<file path="src/rtl/load_store_unit.sv">
// ----------------------------------------------------------------------------
// load_store_unit
//
// Memory stage downstream of the execute-stage ALU. It accepts one RV32I load
// or store at a time, decodes width and alignment, and drives a single-ported
// data memory that may insert wait states. The result goes to writeback as a
// one-cycle wb_valid pulse, or as a one-cycle err pulse with a cause code.
//
// Optional feature: define LSU_TIMEOUT_EN to abort an access that has waited
// TIMEOUT_CYCLES cycles without mem_ack (err_code 11). Without the macro the
// LSU waits for mem_ack indefinitely.
//
// Ports:
//   clk, rst_n        clock, asynchronous active-low reset
//   req_*             execute-stage request (valid/ready handshake)
//   mem_*             data memory request, word address, byte enables, data
//   wb_valid/rd/data  writeback pulse, destination and extended load data
//   err, err_code     rejection pulse: 01 misaligned, 10 illegal, 11 timeout
// ----------------------------------------------------------------------------
module load_store_unit #(
    parameter int unsigned TIMEOUT_CYCLES = 255
) (
    input  logic        clk,
    input  logic        rst_n,
    input  logic        req_valid,
    output logic        req_ready,
    input  logic        req_is_store,
    input  logic [2:0]  req_funct3,
    input  logic [31:0] req_addr,
    input  logic [31:0] req_wdata,
    input  logic [4:0]  req_rd,
    output logic        mem_req,
    output logic        mem_we,
    output logic [31:0] mem_addr,
    output logic [3:0]  mem_be,
    output logic [31:0] mem_wdata,
    input  logic        mem_ack,
    input  logic [31:0] mem_rdata,
    output logic        wb_valid,
    output logic [4:0]  wb_rd,
    output logic [31:0] wb_data,
    output logic        err,
    output logic [1:0]  err_code
);

    typedef enum logic [1:0] {StIdle, StAccess, StDone} state_e;

    state_e      state_q, state_d;
    logic [31:0] addr_q, addr_d;
    logic [31:0] wdata_q, wdata_d;
    logic [31:0] rdata_q, rdata_d;
    logic [2:0]  funct3_q, funct3_d;
    logic [4:0]  rd_q, rd_d;
    logic        is_store_q, is_store_d;
    // 00 means success; any other value is the cause reported in DONE
    logic [1:0]  err_code_q, err_code_d;

    logic        req_illegal;
    logic        req_misaligned;
    logic [1:0]  off;
    logic [3:0]  lane_be;
    logic [31:0] lane_wdata;
    logic [31:0] rdata_shift;
    logic [15:0] rdata_half;
    logic [31:0] load_data;
    logic        timeout;

    // Request decode, evaluated on the incoming (not yet latched) request
    always_comb begin
        req_illegal    = 1'b0;
        req_misaligned = 1'b0;
        if (req_is_store) begin
            req_illegal = req_funct3[2] | (req_funct3[1:0] == 2'b11);
        end else begin
            req_illegal = (req_funct3 == 3'b011) | (req_funct3[2:1] == 2'b11);
        end
        unique case (req_funct3[1:0])
            2'b01:   req_misaligned = req_addr[0];
            2'b10:   req_misaligned = (req_addr[1:0] != 2'b00);
            default: req_misaligned = 1'b0;
        endcase
    end

    // Byte enables and replicated store data for the latched access
    assign off = addr_q[1:0];

    always_comb begin
        lane_be    = 4'b1111;
        lane_wdata = wdata_q;
        unique case (funct3_q[1:0])
            2'b00: begin
                lane_be    = 4'b0001 << off;
                lane_wdata = {4{wdata_q[7:0]}};
            end
            2'b01: begin
                lane_be    = off[1] ? 4'b1100 : 4'b0011;
                lane_wdata = {2{wdata_q[15:0]}};
            end
            default: begin
                lane_be    = 4'b1111;
                lane_wdata = wdata_q;
            end
        endcase
    end

    // Lane select and extension of the captured read word
    assign rdata_shift = rdata_q >> {off, 3'b000};
    assign rdata_half  = off[1] ? rdata_q[31:16] : rdata_q[15:0];

    always_comb begin
        load_data = rdata_q;
        case (funct3_q)
            3'b000:  load_data = {{24{rdata_shift[7]}}, rdata_shift[7:0]};
            3'b001:  load_data = {{16{rdata_half[15]}}, rdata_half};
            3'b100:  load_data = {24'h0, rdata_shift[7:0]};
            3'b101:  load_data = {16'h0, rdata_half};
            default: load_data = rdata_q;
        endcase
    end

`ifdef LSU_TIMEOUT_EN
    localparam int unsigned CntW = (TIMEOUT_CYCLES > 1) ? $clog2(TIMEOUT_CYCLES + 1) : 1;

    logic [CntW-1:0] cnt_q, cnt_d;

    // Counts ACCESS cycles without mem_ack; held at zero outside ACCESS so it
    // is clear on every entry. Saturates rather than wrapping.
    always_comb begin
        cnt_d   = cnt_q;
        timeout = 1'b0;
        if (state_q != StAccess) begin
            cnt_d = '0;
        end else if (!mem_ack) begin
            timeout = ({{(32 - CntW){1'b0}}, cnt_q} + 32'd1) >= TIMEOUT_CYCLES;
            if (cnt_q != {CntW{1'b1}}) begin
                cnt_d = cnt_q + CntW'(1);
            end
        end
    end

    always_ff @(posedge clk or negedge rst_n) begin
        if (!rst_n) begin
            cnt_q <= '0;
        end else begin
            cnt_q <= cnt_d;
        end
    end
`else
    assign timeout = 1'b0;
`endif

    // Next-state logic
    always_comb begin
        state_d    = state_q;
        addr_d     = addr_q;
        wdata_d    = wdata_q;
        rdata_d    = rdata_q;
        funct3_d   = funct3_q;
        rd_d       = rd_q;
        is_store_d = is_store_q;
        err_code_d = err_code_q;
        unique case (state_q)
            StIdle: begin
                if (req_valid) begin
                    addr_d     = req_addr;
                    wdata_d    = req_wdata;
                    funct3_d   = req_funct3;
                    rd_d       = req_rd;
                    is_store_d = req_is_store;
                    if (req_illegal) begin
                        err_code_d = 2'b10;
                        state_d    = StDone;
                    end else if (req_misaligned) begin
                        err_code_d = 2'b01;
                        state_d    = StDone;
                    end else begin
                        err_code_d = 2'b00;
                        state_d    = StAccess;
                    end
                end
            end
            StAccess: begin
                if (mem_ack) begin
                    rdata_d = mem_rdata;
                    state_d = StDone;
                end else if (timeout) begin
                    err_code_d = 2'b11;
                    state_d    = StDone;
                end
            end
            StDone: begin
                state_d = StIdle;
            end
            default: begin
                state_d = StIdle;
            end
        endcase
    end

    always_ff @(posedge clk or negedge rst_n) begin
        if (!rst_n) begin
            state_q    <= StIdle;
            addr_q     <= '0;
            wdata_q    <= '0;
            rdata_q    <= '0;
            funct3_q   <= '0;
            rd_q       <= '0;
            is_store_q <= 1'b0;
            err_code_q <= 2'b00;
        end else begin
            state_q    <= state_d;
            addr_q     <= addr_d;
            wdata_q    <= wdata_d;
            rdata_q    <= rdata_d;
            funct3_q   <= funct3_d;
            rd_q       <= rd_d;
            is_store_q <= is_store_d;
            err_code_q <= err_code_d;
        end
    end

    // Outputs are decoded from state so they are all zero outside their phase
    always_comb begin
        req_ready = (state_q == StIdle);
        mem_req   = (state_q == StAccess);
        mem_we    = mem_req & is_store_q;
        mem_addr  = mem_req ? {addr_q[31:2], 2'b00} : 32'h0;
        mem_be    = mem_req ? lane_be : 4'b0000;
        mem_wdata = mem_we ? lane_wdata : 32'h0;
        wb_valid  = (state_q == StDone) && (err_code_q == 2'b00);
        err       = (state_q == StDone) && (err_code_q != 2'b00);
        err_code  = err ? err_code_q : 2'b00;
        wb_rd     = (wb_valid && !is_store_q) ? rd_q : 5'd0;
        wb_data   = (wb_valid && !is_store_q) ? load_data : 32'h0;
    end

endmodule

</file>
<file path="config.mk">
export PLATFORM = sky130hd
export DESIGN_NAME = load_store_unit
export DESIGN_NICKNAME = d
export VERILOG_FILES = /design/src/rtl/load_store_unit.sv
export SDC_FILE = /design/constraint.sdc
export NUM_CORES = 1
export LEC_CHECK = 0
export ABC_AREA = 1
export CORE_MARGIN = 2
export CORE_UTILIZATION = 36
export DETAILED_ROUTE_END_ITERATION = 7
export PLACE_DENSITY = 0.68
export SKIP_CTS_REPAIR_TIMING = 1
export SLEW_MARGIN = 25
export SYNTH_ARGS = -nofsm -noshare
export SYNTH_HDL_FRONTEND = slang
export SYNTH_SLANG_ARGS = --single-unit
</file>
<file path="constraint.sdc">
create_clock -name clk -period 1.45 [get_ports clk]
set_input_delay 0.2175 -clock clk [delete_from_list [all_inputs] [get_ports clk]]
set_output_delay 0.2175 -clock clk [all_outputs]
set_load 0.02 [all_outputs]
</file>
Word level (Yosys, flattened, before mapping) --
Cells that the tools add are included.
Word-level totals: output and inout port bits 112, register bits 109, logic and storage cells 59, bits of input ports 109
Cells by class: bitwise gates (word level) 3, multiplexer cells 20, reductions and logical operators 13, shift-type cells 2, eq/ne operators 13
Operator list (count):
- $pmux 32 s4 | 1
- $mux 32 | 3
- $pmux 32 s2 | 1
- $shr 32x5->8 | 1
- $mux 16 | 1
- $mux 2 | 6
- $eq 2x2->1 const B | 4
- $mux 4 | 2
- $pmux 4 s2 | 1
- $eq 2x1->1 const B | 3
- $eq 3x3->1 const B | 2
- $logic_not 2->1 | 3
- $reduce_and 2->1 | 3
- $mux 5 | 1
- $pmux 2 s2 | 1
- $reduce_bool 2->1 | 2
- $shl 1x2->4 const A | 1
- $eq 3x1->1 const B | 1
- $eq 3x2->1 const B | 1
- $logic_and 1x1->1 | 3
- $logic_not 3->1 | 1
- $mux 1 | 2
- $ne 2x1->1 const B | 1
- $ne 2x2->1 const B | 1
- other kinds (4) | 5

Depth between registers and ports, before layout --
depth in word-level cells 6, gate-level depth with buffers 10, gate-level depth less buffers 9

Worst setup path before layout --
No wires, ideal clock.
kind flip-flop to output port, from register state_q[1], to output port mem_wdata[22], data arrival time 1597 ps, stages on the path, launching flop included 7, data required time 1233 ps, setup slack -364 ps, cells stage by stage dfrtp_1 -> nor2_4 -> inv_2 -> nor2_4 -> inv_2 -> buf_2 -> a21oi_1
Between the ends: word-level cells in the longest chain between the ends 3
Ends and longest elaborated chain:
- start: declaration | line 48 | state_e state_q, state_d;
- start signal: assignment | line 202 | state_q <= StIdle;
- start signal: assignment | line 211 | state_q <= state_d;
- $eq 2x1->1 | line 225 | mem_req = (state_q == StAccess);
- via mem_req | line 32 | output logic mem_req,
- $and 1x1->1 | line 226 | mem_we = mem_req & is_store_q;
- via mem_we | line 33 | output logic mem_we,
- $mux 32 | line 229 | mem_wdata = mem_we ? lane_wdata : 32'h0;
- end: declaration | line 36 | output logic [31:0] mem_wdata,
The timed path passes the listed nets, and every way through them passes these cells.

Final worst setup path --
from register state_q[1], to output port mem_wdata[31]
Between the ends: word-level cells in the longest chain between the ends 3
Ends and longest elaborated chain (line):
- $eq 2x1->1 | 225
- $and 1x1->1 | 226
- $mux 32 | 229
Every way passes these cells.

==> impl_metrics.env <==
export IMPL_synthArstFlopShare_pct=100
export IMPL_dieArea_sq_um=16500
export IMPL_synth_most_common_cell="nand2_1"
export IMPL_die_w_um=128
export IMPL_io_pins=221
export IMPL_clock_fmax_mhz=494
export IMPL_yosysTopAreaCellShare_pct=49.0
export IMPL_fin_skew_ns=0.00627
export IMPL_synthTopCellsByArea="dfrtp_1 49%, nand2_1 13%, nor2_1 9.3%, o21ai_0 5.5%, mux2_2 4.9%"
export IMPL_yosys_area_top_type="dfrtp_1"
export IMPL_worstPathCellList="nor2_4 > inv_4 > nor2_4 > buf_6 > inv_6 > buf_12 > nor3_2 > buf_4"
export IMPL_clock_path_buffers=2
export IMPL_status="finished with violations"
export IMPL_tritoncts="yes"
export IMPL_setup_slack_ns=-0.576
export IMPL_grt_max_degree=67
export IMPL_dp_cells=1157
export IMPL_power_mw=14.8
export IMPL_dpl_hpwl_um=12500
export IMPL_drive_above_1_share_pct=39.3
export IMPL_synthTopCellsByCount="192 x nand2_1, 138 x nor2_1, 109 x dfrtp_1"
export IMPL_viasPerCell=4.81
export IMPL_ys_seq_area_share_pct=49.0
export IMPL_met1_length_um=8160
export IMPL_cp_depth=8
export IMPL_power_density_nw_per_um2=1460
export IMPL_reg2reg_depth=9
export IMPL_max_stage_delay_ns=0.43
export IMPL_dr_first_iter_drc_count=363
export IMPL_nNetsFinal=1131
export IMPL_maxCapViolations=0
export IMPL_layout_worst_path_cycle_share_pct=140
export IMPL_path_buf_inv=5
export IMPL_stdcell_count=1212
export IMPL_wl_met2_um=10000
export IMPL_antenna_found_initial=0
export IMPL_tritoncts_num_buffers=9
export IMPL_overflow=0
export IMPL_post_route_drc_count=0
export IMPL_min_period_ns=2.03
export IMPL_grt_first_pass_wirelength_um=27000
export IMPL_cts_root_buf="clkbuf_16"
export IMPL_post_drt_wl_per_cell_um=16.3
export IMPL_globalplace_congestion=0.880
export IMPL_grt_pass1_vias=5224
export IMPL_clkTransAtPathRegs_ns=0.07
export IMPL_antennaDiodeCount=0
export IMPL_grt_setup_unrepaired="yes"
export IMPL_crit_family="buffers and inverters"
export IMPL_crit_arrival_ns=1.81
export IMPL_highest_layer="met4"
export IMPL_wl_met3_um=1350
export IMPL_hold_path_class="input port to asynchronous set/reset pin"
export IMPL_violations="setup timing"
export IMPL_hold_viol_final=0
export IMPL_insertion_delay_ns=0.36
export IMPL_synthToLayoutAreaGrowth_pct=82.9
export IMPL_start_util_pct=36.8
export IMPL_synthCells=720
export IMPL_drt_pass1_iter_count=5
export IMPL_slew_violations=0
export IMPL_setup_viol=206
export IMPL_io_buffers=218
export IMPL_critPathCaptureType="primary output"
export IMPL_crit_top_cell="nor2_4"
export IMPL_irDropWorstVdd_v=0.000851
export IMPL_synth_distinct_cells=33
export IMPL_synth_area_sq_um=5570
export IMPL_yosys_warnings=0
export IMPL_worstSetupPathType="register to primary output"
export IMPL_htree_levels=3
export IMPL_synth_avg_cell_area_sq_um=7.74
export IMPL_grt_usage_pct=20.9
export IMPL_core_area_sq_um=15100
export IMPL_critPathLaunchType="register"
export IMPL_ys_flop_type="dfrtp_1"
export IMPL_critical_path_required_ns=1.23
export IMPL_synth_edf_count=0
export IMPL_crit_slowest_cell="dfrtp_1"
export IMPL_routed_via_count=5824
export IMPL_ant_nets=0
export IMPL_fp_dieH_um=128
export IMPL_p_leak_nw=4.68
export IMPL_rows=45
export IMPL_crit_fanout=6
export IMPL_drt_wl_total_um=19800
export IMPL_cts_sinks=109
export IMPL_ys_ff_latch=109
[power breakdown]
group / internal [mW] / total (mW) / switching (mW)
Combinational: 3.37 / 7.44 / 4.07
Sequential: 4.17 / 4.98 / 0.814
Clock: 1.23 / 2.42 / 1.19
[stage by stage]
| step | setup WS, ns | hold WS (ns) | TNS [ns] | utilization [%] | cell area [sq um] |
|---|---|---|---|---|---|
| floorplan | -0.241 | -0.0781 | -13.65 | - | 5900 |
| global placement | -0.771 | 0.0227 | -56.77 | 57.7 | 8740 |
| detailed placement | -0.758 | 0.0228 | -60.52 | 57.7 | 8740 |
| CTS | -1.16 | -0.360 | -102.54 | 59.6 | 9020 |
| global route | -0.679 | 0.198 | -76.85 | 67.3 | 10200 |
| finish | -0.576 | 0.202 | -56.68 | 67.3 | 10200 |
[worst paths after layout]
kind / from / to / slack [ns]
worst max-delay path: state_q[1] / mem_wdata[31] / -0.58
worst min-delay path: rst_n / rdata_q[29] / 0.20
worst max register to register: state_q[0] / rd_q[1] / -0.15
worst min register to register: wdata_q[17] / wdata_q[17] / 0.47
max in group asynchronous: rst_n / funct3_q[1] / 0.73
min in group clk: req_addr[23] / addr_q[23] / 0.39
[kinds of logic (layout without fill, tap and decap cells)]
group,after synthesis,count (layout),share of synthesized area (%)
AOI/OAI and AO/OA,107,107,10.4
adders and majority gates,3,3,0.674
buffers and inverters,114,417,8.58
DFF,109,109,49.0
muxes,24,24,4.85
other,1,2,0.0673
and+or+nand+nor,362,362,26.5
[routing by layer]
layer | vias up | global-route usage [%]
met5 | - | 0
met4 | 0 | 4.72
met3 | 15 | 6.24
met2 | 180 | 34.5
met1 | 2779 | 27.1
li1 | 2850 | -
[placed cells by master, fill, tap and decap left out, types with 3 or more instances in the layout]
cell type,netlist,routed
o21ai_0,61,41
inv_6,0,3
nor2_2,3,17
nor2_4,4,55
buf_4,6,92
nor3_4,1,8
buf_2,15,4
buf_6,1,91
dfrtp_1,109,107
buf_12,0,16
nand2_4,2,4
nand3_1,7,7
o221ai_4,0,3
a21oi_1,28,11
clkbuf_16,0,18
mux2_2,24,24
a31oi_4,0,6
nand2_2,2,8
a21oi_2,0,12
clkdlybuf4s50_1,0,107
o21ai_1,1,18
nor2_1,138,73
ha_1,3,3
a21oi_4,0,5
inv_1,69,64
inv_2,7,6
buf_8,0,4
o21ai_2,0,3
nand2_1,192,183
inv_4,0,5
[state kept, by name, summed over array words and instances (netlist names)]
| signal | count |
|---|---|
| wdata_q | 32 |
| rdata_q | 32 |
| funct3_q | 3 |
| state_q | 2 |
| addr_q | 32 |
| is_store_q | 1 |
| err_code_q | 2 |
| rd_q | 5 |
[area by class of cell]
| class | instances | area (sq um) |
|---|---|---|
| multi-input combinational | 498 | 3210 |
| timing repair buffer | 324 | 3420 |
| fill | 1216 | 4950 |
| clock inverter | 6 | 46.3 |
| clock buffer | 10 | 239 |
| tap | 188 | 235 |
| inverter | 77 | 312 |
| sequential | 109 | 2730 |
[worst reg2reg max path, stage by stage (launching register included)]
cell and delay [ns]:
dfrtp_1 0.38, inv_2 0.11, buf_6 0.11, buf_6 0.09, nand2_4 0.06, nor2_4 0.27
buf_6 0.19, clkbuf_16 0.18, nand2_1 0.06, o21ai_0 0.07
Power figures use the tool's default switching activity.
